<file path="src/rtl/aes_selftest_sequencer.sv">
// ============================================================================
// Module   : aes_selftest_sequencer
// Brief    : FIPS-197 known-answer encrypt/decrypt self-test sequencer for an
//            external AES core (128/192/256-bit keys).
// Revision : 1.0 - initial release
// ============================================================================
`default_nettype none

module aes_selftest_sequencer #(
    parameter int DATA_W    = 128,
    parameter int TIMEOUT   = 64,
    parameter int DISP_BYTE = 15,
    parameter int RND_W     = 5
) (
    input  logic              clk,
    input  logic              reset,
    input  logic              start,
    input  logic              auto_all,
    input  logic [1:0]        mode_sel,
    output logic              core_start,
    output logic [1:0]        core_mode,
    output logic              core_decrypt,
    output logic [DATA_W-1:0] core_din,
    input  logic              core_round_valid,
    input  logic [DATA_W-1:0] core_dout,
    input  logic              core_done,
    output logic              busy,
    output logic              done,
    output logic              pass,
    output logic [2:0]        pass_mask,
    output logic [2:0]        fail_mask,
    output logic [RND_W-1:0]  round_num,
    output logic              phase,
    output logic [7:0]        disp_byte
);

    localparam int TMO_W    = (TIMEOUT > 1) ? $clog2(TIMEOUT) : 1;
    localparam int DISP_LSB = DATA_W - 8 * (DISP_BYTE + 1);

    localparam logic [DATA_W-1:0] C_PT  = 128'h00112233445566778899aabbccddeeff;
    localparam logic [DATA_W-1:0] C_CT0 = 128'h69c4e0d86a7b0430d8cdb78070b4c55a;
    localparam logic [DATA_W-1:0] C_CT1 = 128'hdda97ca4864cdfe06eaf70a0ec0d7191;
    localparam logic [DATA_W-1:0] C_CT2 = 128'h8ea2b7ca516745bfeafc49904b496089;

    typedef enum logic [2:0] {
        S_IDLE   = 3'd0,
        S_LAUNCH = 3'd1,
        S_WAIT   = 3'd2,
        S_CHECK  = 3'd3,
        S_NEXT   = 3'd4,
        S_FINISH = 3'd5
    } state_t;

    state_t              r_state;
    state_t              w_next;
    logic                w_core_start;
    logic                w_done;

    logic [1:0]          r_mode;
    logic                r_auto;
    logic                r_phase;
    logic                r_busy;
    logic                r_pass;
    logic [2:0]          r_pass_mask;
    logic [2:0]          r_fail_mask;
    logic [RND_W-1:0]    r_round;
    logic [TMO_W-1:0]    r_tmo;
    logic [DATA_W-1:0]   r_result;
    logic [DATA_W-1:0]   r_din;
    logic [7:0]          r_disp;

    logic                w_illegal;
    logic [DATA_W-1:0]   w_expect;
    logic [RND_W-1:0]    w_rounds_exp;
    logic                w_check_ok;
    logic                w_tmo_hit;
    logic [2:0]          w_mode_bit;
    logic [2:0]          w_tested;
    logic                w_more;

    assign w_illegal    = start && !auto_all && (mode_sel == 2'd3);
    assign w_rounds_exp = RND_W'(11) + RND_W'({r_mode, 1'b0});
    assign w_check_ok   = (r_result == w_expect) && (r_round == w_rounds_exp);
    assign w_tmo_hit    = (r_tmo == TMO_W'(TIMEOUT - 1));
    assign w_mode_bit   = 3'b001 << r_mode;
    assign w_tested     = r_auto ? 3'b111 : w_mode_bit;
    assign w_more       = r_auto && (r_mode < 2'd2);

    always_comb begin
        w_expect = C_PT;
        if (!r_phase) begin
            case (r_mode)
                2'd0:    w_expect = C_CT0;
                2'd1:    w_expect = C_CT1;
                default: w_expect = C_CT2;
            endcase
        end
    end

    always_ff @(posedge clk) begin
        if (reset) r_state <= S_IDLE;
        else       r_state <= w_next;
    end

    always_comb begin
        w_next       = r_state;
        w_core_start = 1'b0;
        w_done       = 1'b0;
        case (r_state)
            S_IDLE:   if (start) w_next = w_illegal ? S_FINISH : S_LAUNCH;
            S_LAUNCH: begin
                w_core_start = 1'b1;
                w_next       = S_WAIT;
            end
            S_WAIT: begin
                if (core_done)      w_next = S_CHECK;
                else if (w_tmo_hit) w_next = S_NEXT;
            end
            // Decrypt is only attempted after a good encrypt.
            S_CHECK:  w_next = (w_check_ok && !r_phase) ? S_LAUNCH : S_NEXT;
            S_NEXT:   w_next = w_more ? S_LAUNCH : S_FINISH;
            S_FINISH: begin
                w_done = 1'b1;
                w_next = S_IDLE;
            end
            default:  w_next = S_IDLE;
        endcase
    end

    always_ff @(posedge clk) begin
        if (reset) begin
            r_mode      <= 2'd0;
            r_auto      <= 1'b0;
            r_phase     <= 1'b0;
            r_busy      <= 1'b0;
            r_pass      <= 1'b0;
            r_pass_mask <= 3'b000;
            r_fail_mask <= 3'b000;
            r_round     <= '0;
            r_tmo       <= '0;
            r_result    <= '0;
            r_din       <= '0;
            r_disp      <= C_PT[DISP_LSB +: 8];
        end else begin
            case (r_state)
                S_IDLE: begin
                    if (start) begin
                        r_pass_mask <= 3'b000;
                        r_fail_mask <= 3'b000;
                        r_pass      <= 1'b0;
                        if (!w_illegal) begin
                            r_busy  <= 1'b1;
                            r_auto  <= auto_all;
                            r_mode  <= auto_all ? 2'd0 : mode_sel;
                            r_phase <= 1'b0;
                            r_din   <= C_PT;
                        end
                    end
                end
                S_LAUNCH: begin
                    r_round <= '0;
                    r_tmo   <= '0;
                end
                S_WAIT: begin
                    if (core_round_valid) begin
                        if (r_round != '1) r_round <= r_round + 1'b1;
                        r_disp <= core_dout[DISP_LSB +: 8];
                    end
                    if (core_done) begin
                        r_result <= core_dout;
                        r_disp   <= core_dout[DISP_LSB +: 8];
                    end else if (w_tmo_hit) begin
                        r_fail_mask <= r_fail_mask | w_mode_bit;
                    end else begin
                        r_tmo <= r_tmo + 1'b1;
                    end
                end
                S_CHECK: begin
                    if (w_check_ok && !r_phase) begin
                        r_phase <= 1'b1;
                        r_din   <= r_result;
                    end else if (w_check_ok) begin
                        r_pass_mask <= r_pass_mask | w_mode_bit;
                    end else begin
                        r_fail_mask <= r_fail_mask | w_mode_bit;
                    end
                end
                S_NEXT: begin
                    if (w_more) begin
                        r_mode  <= r_mode + 2'd1;
                        r_phase <= 1'b0;
                        r_din   <= C_PT;
                    end else begin
                        r_pass <= (r_fail_mask == 3'b000) &&
                                  ((r_pass_mask & w_tested) == w_tested);
                    end
                end
                S_FINISH: r_busy <= 1'b0;
                default:  ;
            endcase
        end
    end

    assign core_start   = w_core_start;
    assign core_mode    = r_mode;
    assign core_decrypt = r_phase;
    assign core_din     = r_din;
    assign busy         = r_busy;
    assign done         = w_done;
    assign pass         = r_pass;
    assign pass_mask    = r_pass_mask;
    assign fail_mask    = r_fail_mask;
    assign round_num    = r_round;
    assign phase        = r_phase;
    assign disp_byte    = r_disp;

endmodule

`default_nettype wire

</file>
<file path="config.mk">
export PLATFORM = sky130hd
export DESIGN_NAME = aes_selftest_sequencer
export DESIGN_NICKNAME = d
export VERILOG_FILES = /design/src/rtl/aes_selftest_sequencer.sv
export SDC_FILE = /design/constraint.sdc
export NUM_CORES = 1
export LEC_CHECK = 0
export CAP_MARGIN = 10
export CORE_ASPECT_RATIO = 1.1
export CORE_MARGIN = 4
export CORE_UTILIZATION = 45
export DETAILED_ROUTE_END_ITERATION = 10
export HOLD_SLACK_MARGIN = 0.1
export PLACE_DENSITY = 0.76
export SYNTH_ARGS = -nofsm -noshare
export SYNTH_HDL_FRONTEND = slang
export SYNTH_SLANG_ARGS = --single-unit
export TNS_END_PERCENT = 10
</file>
<file path="constraint.sdc">
create_clock -name clk -period 3.4 [get_ports clk]
set_clock_uncertainty 0.15 [all_clocks]
set_input_delay 0.68 -clock clk [delete_from_list [all_inputs] [get_ports clk]]
set_output_delay 0.68 -clock clk [all_outputs]
set_load 0.05 [all_outputs]
</file>
Yosys cells after proc, flatten, opt, wreduce, memory -nomap -nowiden
Index checks and enable logic that the tools add are counted.

Bits of input ports: 136. Flip-flop bits (word level): 290. Output and inout port bits: 155. Word-level logic and storage cells: 129.

$lt $le $gt $ge: 1. Eq/ne operators: 26. Mux-type cells: 50. Bitwise gates (word level): 4. Reduce and logical (&&, ||, !) cells: 30. Add/sub/neg operators: 4. Shift operators: 1.

Operator list (number): 2-to-1 mux 128 bit (5); one-hot mux 128 bit (3 select lines) (1); one-hot mux 128 bit (2 select lines) (1); == test 128 bit (1); 2-to-1 mux 3 bit (14); inequality test 2 bit, second input constant (13); 2-to-1 mux 8 bit (2); one-hot mux 3 bit (5 select lines) (1); AND reduction 3 bit (5); 2-to-1 mux 6 bit (2); one-hot mux 6 bit (2 select lines) (1); 2-to-1 mux 1 bit (10); 2-to-1 mux 5 bit (2); one-hot mux 5 bit (2 select lines) (1); nonzero test 2 bit (5); one-hot mux 3 bit (3 select lines) (1); 2-to-1 mux 2 bit (4); AND reduction 4 bit (2); adder 6 x 1 -> 6 bit, second input constant (1); == test 3 x 2 -> 1 bit, second input constant (2); == test 3 bit, second input constant (2); == test 6 bit, second input constant (1); logical AND 1 bit (6); logical NOT 3 bit (2); 25 further kinds (31).

Logic depth before layout (Yosys ltp)
Gate-level depths: netlist of the first run.

Depth in word-level cells: 8. Depth in mapped cells: 16. Mapped depth without buffers: 10.

Worst setup path before layout of the first run
No wires, ideal clock.

Path kind: register -> register. Start: reg r_mode[1] (netlist: core_mode[1]). End: reg r_din[22] (netlist: core_din[22]). Data required time: 3.131 ns. Arrival time: 3.797 ns. Clock period less this slack: 4.065 ns. Setup slack: -0.665 ns. Cell stages (with the launch flop): 15. Path through: dfxtp_1 > buf_2 > inv_1 > ha_1 > buf_2 > buf_1 > nor4_1 > o22ai_1 > nor4_1 > nand4_1 > or4_4 > nor4_4 > nand2_4 > buf_6 > o221a_1.

Longest elaborated chain between the ends: 8.

RTL lines: start, declared (RTL line 59) `logic [1:0] r_mode;`; start signal, assigned (RTL line 154) `r_mode <= auto_all ? 2'd0 : mode_sel;`; start signal, assigned (RTL line 190) `r_mode <= r_mode + 2'd1;`; == test 2 x 1 -> 1 bit / logical NOT 2 bit (equally long branches) (RTL line 92) `case (r_mode)`; one-hot mux 128 bit (2 select lines) (RTL line 92); 2-to-1 mux 128 bit (RTL line 91) `if (!r_phase) begin`; == test 128 bit (RTL line 83) `assign w_check_ok = (r_result == w_expect) && (r_round == w_rounds_exp);`; logical AND 1 bit (RTL line 83); logical AND 1 bit (RTL line 179) `if (w_check_ok && !r_phase) begin`; inequality test 2 bit (no source line); AND reduction 5 bit (no source line) *; end signal, assigned (RTL line 181) `r_din <= r_result;`; end, declared (RTL line 69) `logic [DATA_W-1:0] r_din;`.

Mark *: on every way between the ends. The rest lies on a longest branch, timed or not. A chain may end at the register's enable or synchronous reset.

Worst setup path in the final report of the first run
Start: reg r_mode[1] (netlist: core_mode[1]). End: reg r_din[82] (netlist: core_din[82]).

Same word-level chain as after synthesis.

==> key figures, run 1 <==
Finish
  • Filler Cells Inserted: 2,188
  • Most frequent cells in the layout: nand2_1, clkdlybuf4s50_1, dfxtp_1, a21oi_1, buf_4
  • Area occupied by multi-input gates: 6030 µm²
  • Most common cell after layout, fill and taps aside: nand2_1
  • Core Util, Final: 65.27%
  • Nets: 1,905
  • Area delta synth->final: 41.33%
  • Register Area: 5814 µm²
  • Post-layout instance area: 17,210 µm²
  • Layout cell share with drive strength beyond 1: between 10% and 20%

Timing
  • Setup TNS: -7.357 ns
  • Min cycle time layout: 3.530 ns
  • RSZ-0062 raised after global routing: true
  • Final WS setup: -0.1300 ns
  • Rel. slew slack: 43.24%
  • Peak Freq: ~280 MHz
  • Hold WS: 0.2982 ns
  • # setup viols final: 123
  • Slew @ Worst Pin: 0.8514 ns
  • Final period util: 103.8%
  • Final Max Tran Viols: 0
  • Final hold violations: 0

Global route
  • GRT overflow: 0
  • Initial antenna violation count: 1
  • Vias in the first global route: 11,440
  • Largest net degree at the start of global routing: 91
  • First-pass GRT wire length: 63.44 mm
  • Total GRT Usage: 26.66%

Yosys
  • Post-synthesis xor/xnor area fraction: 1.941%
  • Area share of fa/ha/maj cells after synthesis: 0.9245%
  • Top cell type's share of synthesized area: 47.66%
  • Largest cells by area after synthesis: dfxtp_1, nand2_1, a21oi_1, o221a_1, o21ai_0
  • EDFF count, synth: 0
  • Compound-Gate Fraction of Synth Area: a little over a fifth
  • Largest family of logic cells by synthesized area: simple AND/OR/NAND/NOR gates
  • Mux cell area share after synthesis: 0.5239%
  • Yosys warns: 0
  • Synthesized area per cell: between 8 and 9 µm²
  • Synth area leader: dfxtp_1
  • Cells after Synth: ~1,500
  • Cell Area, Synth: 12,180 µm²
  • Seq/Total Area, Yosys: 47.66%
  • Synth cell types: 71
  • #FFs+latches synth: 290
  • Asr flop ratio synth: 0%
  • Top FF cell, synth: dfxtp_1
  • Post-Syn Nets: 1,606
  • Simple-gate portion of the synthesized area: between 20% and 30%

Outcome
  • Failing checks: negative setup slack
  • Outcome: complete, but fails checks

Clock network
  • H-tree levels: 1
  • Clock Latency Late Sink: about 0.57 ns
  • CTS tree: built
  • Worst-path clk slew: 0.07 ns
  • Root Driver: clkbuf_16
  • Num CTS Buffers: 29
  • Hold Buf Count CTS: 0
  • Clock sink count: 290
  • CTS Buffer Depth: 3

Critical path
  • CP Capture Type: flip-flop
  • Crit path kind: flip-flop to flip-flop
  • Buf/Inv on CP: 6
  • FF-to-FF setup slack: -0.13 ns
  • Cell family contributing the most delay on the critical path: simple AND/OR/NAND/NOR gates
  • CP startpoint: core_mode[1]$_SDFFE_PP0P_
  • Reg2reg path depth: 15
  • Critical Path, Cell by Cell: clkinvlp_4, buf_6, ha_4, buf_12, or3_1, a21oi_2, a2bb2oi_1, nand4_1, nor4bb_2, nand4_1, a21oi_4, buf_12, buf_8, buf_6, o221a_1
  • Slowest stage cell, crit path: dfxtp_4
  • Reg2reg start: core_mode[1]$_SDFFE_PP0P_
  • Crit path arrival time: approximately 3.9 ns
  • Reg-to-Reg End: core_din[82]$_SDFFE_PP0P_
  • Worst EP required: approximately 3.8 ns
  • Largest stage delay, worst path: roughly 0.36 ns
  • Crit path max fanout: 8
  • CP startpoint kind: flip-flop

Floorplanning
  • Die Y: 180.6 µm
  • Area of the die: 29,770 µm²
  • Initial Utilization: 46.18%
  • Num ports: 291
  • # rows: between 60 and 70
  • Area of the core region: ~26,000 µm²
  • Die Wd: 164.9 µm

Place
  • Pre-CTS WS: -0.1996 ns
  • Port bufs: just under 300
  • Hpwl dp: roughly 30 mm
  • RePlAce Congestion: 0.9768
  • DP Area: about 16,000 µm²

Worst hold path
  • Hold path cells: 2
  • Hold path start: core_din[117]$_SDFFE_PP0P_
  • Hold EP: core_din[117]$_SDFFE_PP0P_
  • Worst hold-check path type: flip-flop to flip-flop

Drt
  • DRC viols: 0
  • Initial DRC count: roughly 940
  • Post-Route WL: around 42 mm
  • Via count: 11,960
  • Iteration count of the initial detailed-routing pass: 5
  • Vias per cell: about 5.6
  • WL/cell: around 20 µm
  • Routed Antenna Nets: 0

Pwr
  • Leakage power: 6.223 nW
  • PD cells: 685.8 nW/µm²
  • Max IR drop VDD: 484.3 µV

Flow run
  • Maxcap violations: 0
## per-stage QoR
step	std cells	power, mW
after detailed placement	2059	8.218
after CTS	2124	11.69
after global placement	2059	8.166
final	2136	11.80
after global routing	2136	12.30
after floorplan	1461	6.687
## kinds of logic (layout without fill, tap and decap cells)
kind of cell             count (synthesis)  after routing
flip-flops                             290            290
AND/OR/NAND/NOR                        605            605
XOR/XNOR                                27             27
buffers and inverters                  133            455
multiplexers                             6              6
adder cells (fa/ha/maj)                  9              9
other                                    0              1
AO/OA/AOI/OAI                          391            391
## state kept, by name, indices dropped and copies added (netlist names)
signal and flops:
core_mode 2, core_decrypt 1, disp_byte 8, fail_mask 3
pass_mask 3, core_din 128, busy 1, r_state 3
r_result 128, r_tmo 6, round_num 5, pass 1
r_auto 1
## report_power, final
group | internal [mW] | leakage, nW | switching, mW
Sequential | 3.84 | 2.36 | 0.368
Clock | 1.98 | 0.501 | 1.35
Combinational | 1.72 | 3.36 | 2.54
## worst max-delay path by stage
stage                                 end  slack, ns  cells past startpoint
3_5_place_dp    core_din[28]$_SDFFE_PP0P_      -0.20                     11
4_1_cts        core_din[117]$_SDFFE_PP0P_      -0.02                     13
6_report        core_din[82]$_SDFFE_PP0P_      -0.13                     15
5_1_grt        core_din[105]$_SDFFE_PP0P_      -0.22                     16
2_1_floorplan   core_din[22]$_SDFFE_PP0P_      -0.08                     13
3_3_place_gp    core_din[42]$_SDFFE_PP0P_      -0.16                     11
## tightest hold or removal path: cells and delay by family, from the launching register on
family,cells,cell delay (ns)
AO/OA/AOI/OAI,1,0.05
flip-flops,1,0.31
AND/OR/NAND/NOR,1,0.05
## cell type report
type	instances	share of cell area, %
inverter	19	0.4506
clock inverter	12	0.9086
multi-input combinational	1038	35.03
sequential	290	33.78
clock buffer	42	4.964
antenna	1	0.01454
timing repair buffer	382	22.30
tap	352	2.559
## cells in the mapped netlist (all sizes together), types with 8 or more instances
master / number
nand2b: 8
o21ai: 83
nor3b: 17
a31oi: 8
and3: 8
nand3: 31
o21a: 11
inv: 18
nand4b: 10
dfxtp: 290
o221a: 44
buf: 29
nor2: 48
ha: 9
clkbuf: 85
o211a: 14
nand4: 27
xor2: 11
o22ai: 13
nor2b: 19
nor3: 12
nand2: 374
nor4: 12
a21oi: 164
xnor2: 16
## what timing repair did
action | 4_1_cts | 5_1_grt
buffers inserted | 10 | 12
endpoints found under the setup margin | 133 | 138
gates resized for setup | 15 | 62
pin swaps | 9 | 29
endpoints found under the hold margin | 0 | 0
cloned | 1 | 0
## metal layers
metal / part of all wire (%) / up-vias / track usage, % / wire length (µm)
met5: 0 / - / 0 / 0
met4: 3.9 / 0 / 10.28 / 1615
met3: 7.3 / 101 / 5.376 / 3038
met2: 48 / 443 / 44.33 / 20190
met1: 41 / 5676 / 33.89 / 17040
li1: - / 5737 / - / -
Power figures use the tool's default switching activity.
==> run 2, diff against run 1 <==
Settings changed: CAP_MARGIN 10 to 5, SETUP_SLACK_MARGIN from default to 0.4.
==> run 2 against run 1 <==
  * The flow still finishes with violations (negative setup slack)
  * Design area is 1.3% higher
  * Sequential power about the same
  * Utilization increased by 0.82 points
  * Clock power is 3% higher
  * Sequential share of layout area decreased by 0.43 points
  * Count of clock-buffer cells in the layout is the same
  * Global-route usage up 0.54 points
  * Critical path depth unchanged
  * Critical path type unchanged
  * Critical endpoint is now core_din[50]$_SDFFE_PP0P_
==> key figures, run 2 (synthesis results as in run 1) <==
Flow run
  • Maxcap violations: 0 (unchanged)

Drt
  • Via count: 12,070 (+0.90%)
  • Initial DRC count: 1,116 (+19%)
  • Iteration count of the initial detailed-routing pass: 6 (+1)
  • WL/cell: 19.78 µm (+0.88%)
  • DRC viols: 0 (unchanged)
  • Routed Antenna Nets: 0 (unchanged)
  • Vias per cell: 5.612 (+0.25%)
  • Post-Route WL: 42.53 mm (+1.5%)

Critical path
  • Crit path max fanout: 14 (+6)
  • Slowest stage cell, crit path: a222oi_1
  • CP startpoint kind: flip-flop
  • Critical Path, Cell by Cell: clkinvlp_4, buf_6, ha_4, buf_6, a2bb2oi_1, o211ai_1, a222oi_1, nand4_1, nor4bb_1, nand4_1, a21oi_4, buf_6, buf_16, buf_12, o22ai_1
  • Worst EP required: 3.66 ns (-0.09 ns)
  • Largest stage delay, worst path: 0.50 ns (+0.14 ns)
  • CP Capture Type: flip-flop
  • Crit path kind: flip-flop to flip-flop
  • Cell family contributing the most delay on the critical path: compound AO/OA/AOI/OAI gates
  • Buf/Inv on CP: 6 (unchanged)
  • CP dominant cell by count: buf_6
  • Crit path arrival time: 3.83 ns (-0.05 ns)

Pwr
  • Max IR drop VDD: 543.5 µV (+12%)
  • PD cells: 698.2 nW/µm² (+1.8%)
  • Total power after layout: 12.17 mW (+3.1%)
  • Leakage power: 6.363 nW (+2.3%)

Clock network
  • CTS Buffer Depth: 3 (unchanged)
  • Hold Buf Count CTS: 0 (unchanged)
  • Clock sink count: 290 (unchanged)
  • CTS tree: built
  • Root Driver: clkbuf_16
  • Num CTS Buffers: 29 (unchanged)
  • Clock Latency Late Sink: 0.56 ns (about the same)
  • Worst-path clk slew: 0.06 ns (about the same)
  • H-tree levels: 1 (unchanged)

Floorplanning
  • Initial Utilization: 46.18% (unchanged)
  • Area of the core region: 26,380 µm² (unchanged)
  • Die Y: 180.6 µm (unchanged)
  • Area of the die: 29,770 µm² (unchanged)
  • Die Wd: 164.9 µm (unchanged)
  • Num ports: 291 (unchanged)
  • # rows: 62 (unchanged)

Worst hold path
  • Worst hold-check path type: flip-flop to flip-flop

Finish
  • Area delta synth->final: 43.10%
  • Most frequent cells in the layout: nand2_1, dfxtp_1, clkdlybuf4s50_1, a21oi_1, buf_4
  • Layout cell share with drive strength beyond 1: 11.14% (+0.26 points)
  • Most common cell after layout, fill and taps aside: nand2_1
  • Nets: 1,919 (+0.73%)

Timing
  • Slew @ Worst Pin: 0.7032 ns (-0.1482 ns)
  • Final Max Tran Viols: 0 (unchanged)
  • Final WS setup: -0.1757 ns (-0.04570 ns)
  • Peak Freq: 279.7 MHz (-1.3%)
  • Setup TNS: -17.74 ns (-10.38 ns)
  • RSZ-0062 raised after global routing: true
  • # setup viols final: 129 (+4.9%)
  • Rel. slew slack: 53.12% (+9.9 points)
  • Final period util: 105.2% (+1.3 points)
  • Final hold violations: 0 (unchanged)
  • Min cycle time layout: 3.576 ns (+0.04570 ns)

Place
  • RePlAce Congestion: 0.9815 (+0.48%)
  • Port bufs: 290 (unchanged)
  • Hpwl dp: 30.91 mm (+1.7%)

Global route
  • Total GRT Usage: 27.19% (+0.54 points)
  • Vias in the first global route: 11,720 (+2.4%)
  • GRT overflow: 0 (unchanged)
  • First-pass GRT wire length: 64.96 mm (+2.4%)
  • Largest net degree at the start of global routing: 78 (-14%)
  • Initial antenna violation count: 2 (+1)

Outcome
  • Failing checks: negative setup slack
  • Outcome: complete, but fails checks
## run 2: path summary, 6_finish.rpt
| kind | startpoint | to | slack [ns] | cells past startpoint |
|---|---|---|---|---|
| setup / recovery | core_mode[1]$_SDFFE_PP0P_ | core_din[50]$_SDFFE_PP0P_ | -0.18 | 15 |
| hold / removal | core_din[108]$_SDFFE_PP0P_ | core_din[108]$_SDFFE_PP0P_ | 0.30 | 2 |
| hold reg to reg | core_din[108]$_SDFFE_PP0P_ | core_din[108]$_SDFFE_PP0P_ | 0.30 | 2 |
| setup reg to reg | core_mode[1]$_SDFFE_PP0P_ | core_din[50]$_SDFFE_PP0P_ | -0.18 | 15 |
## run 2: repair_timing
item,CTS,global route
pin swaps,48,43
setup endpoints to repair,141,139
setup buffers,12,1
cloned,5,1
resized for setup,42,68
## run 2: worst min-delay path: cells and delay by family, from the launching register on
| family | cells | cell delay [ns] |
|---|---|---|
| DFF | 1 | 0.31 |
| and+or+nand+nor | 1 | 0.05 |
| AOI/OAI and AO/OA | 1 | 0.05 |
## run 2: where the power goes
group	internal [mW]	switching (mW)	total, mW
logic	1.88	2.64	4.52
registers	3.84	0.373	4.22
clock network	2.07	1.36	3.43
total	7.79	4.38	12.2
## run 2: through the flow
step / utilization, % / cells / cell area (µm²) / setup slack (ns) / hold slack (ns)
after CTS: 65.56 / 2146 / 17290 / -0.01794 / 0.3039
after global placement: 60.48 / 2076 / 15950 / -0.1628 / 0.2901
after detailed placement: 60.48 / 2076 / 15950 / -0.1553 / 0.2959
final: 66.09 / 2150 / 17430 / -0.1757 / 0.2998
after floorplan: - / 1461 / 12250 / -0.07879 / 0.2812
after global routing: 66.09 / 2150 / 17430 / -0.2159 / 0.3225
## run 2: layout make-up
| class | instances | area [µm²] |
|---|---|---|
| fillers | 2220 | 8945 |
| diodes | 2 | 5.005 |
| clock inverters | 11 | 201.4 |
| repair buffers | 396 | 4065 |
| inverters | 19 | 80.08 |
| clock buffers | 42 | 824.5 |
| multi-input cells | 1038 | 6002 |
| flip-flops and latches | 290 | 5812 |
| well taps | 352 | 440.4 |
## run 2: layer usage
metal  up-vias  global-route usage, %  part of all wire, %
li1       5774                      -                    -
met1      5758                  34.64                   41
met2       458                  46.09                   49
met3        75                  5.033                  7.5
met4         0                  9.251                  2.9
met5         -                      0                    0
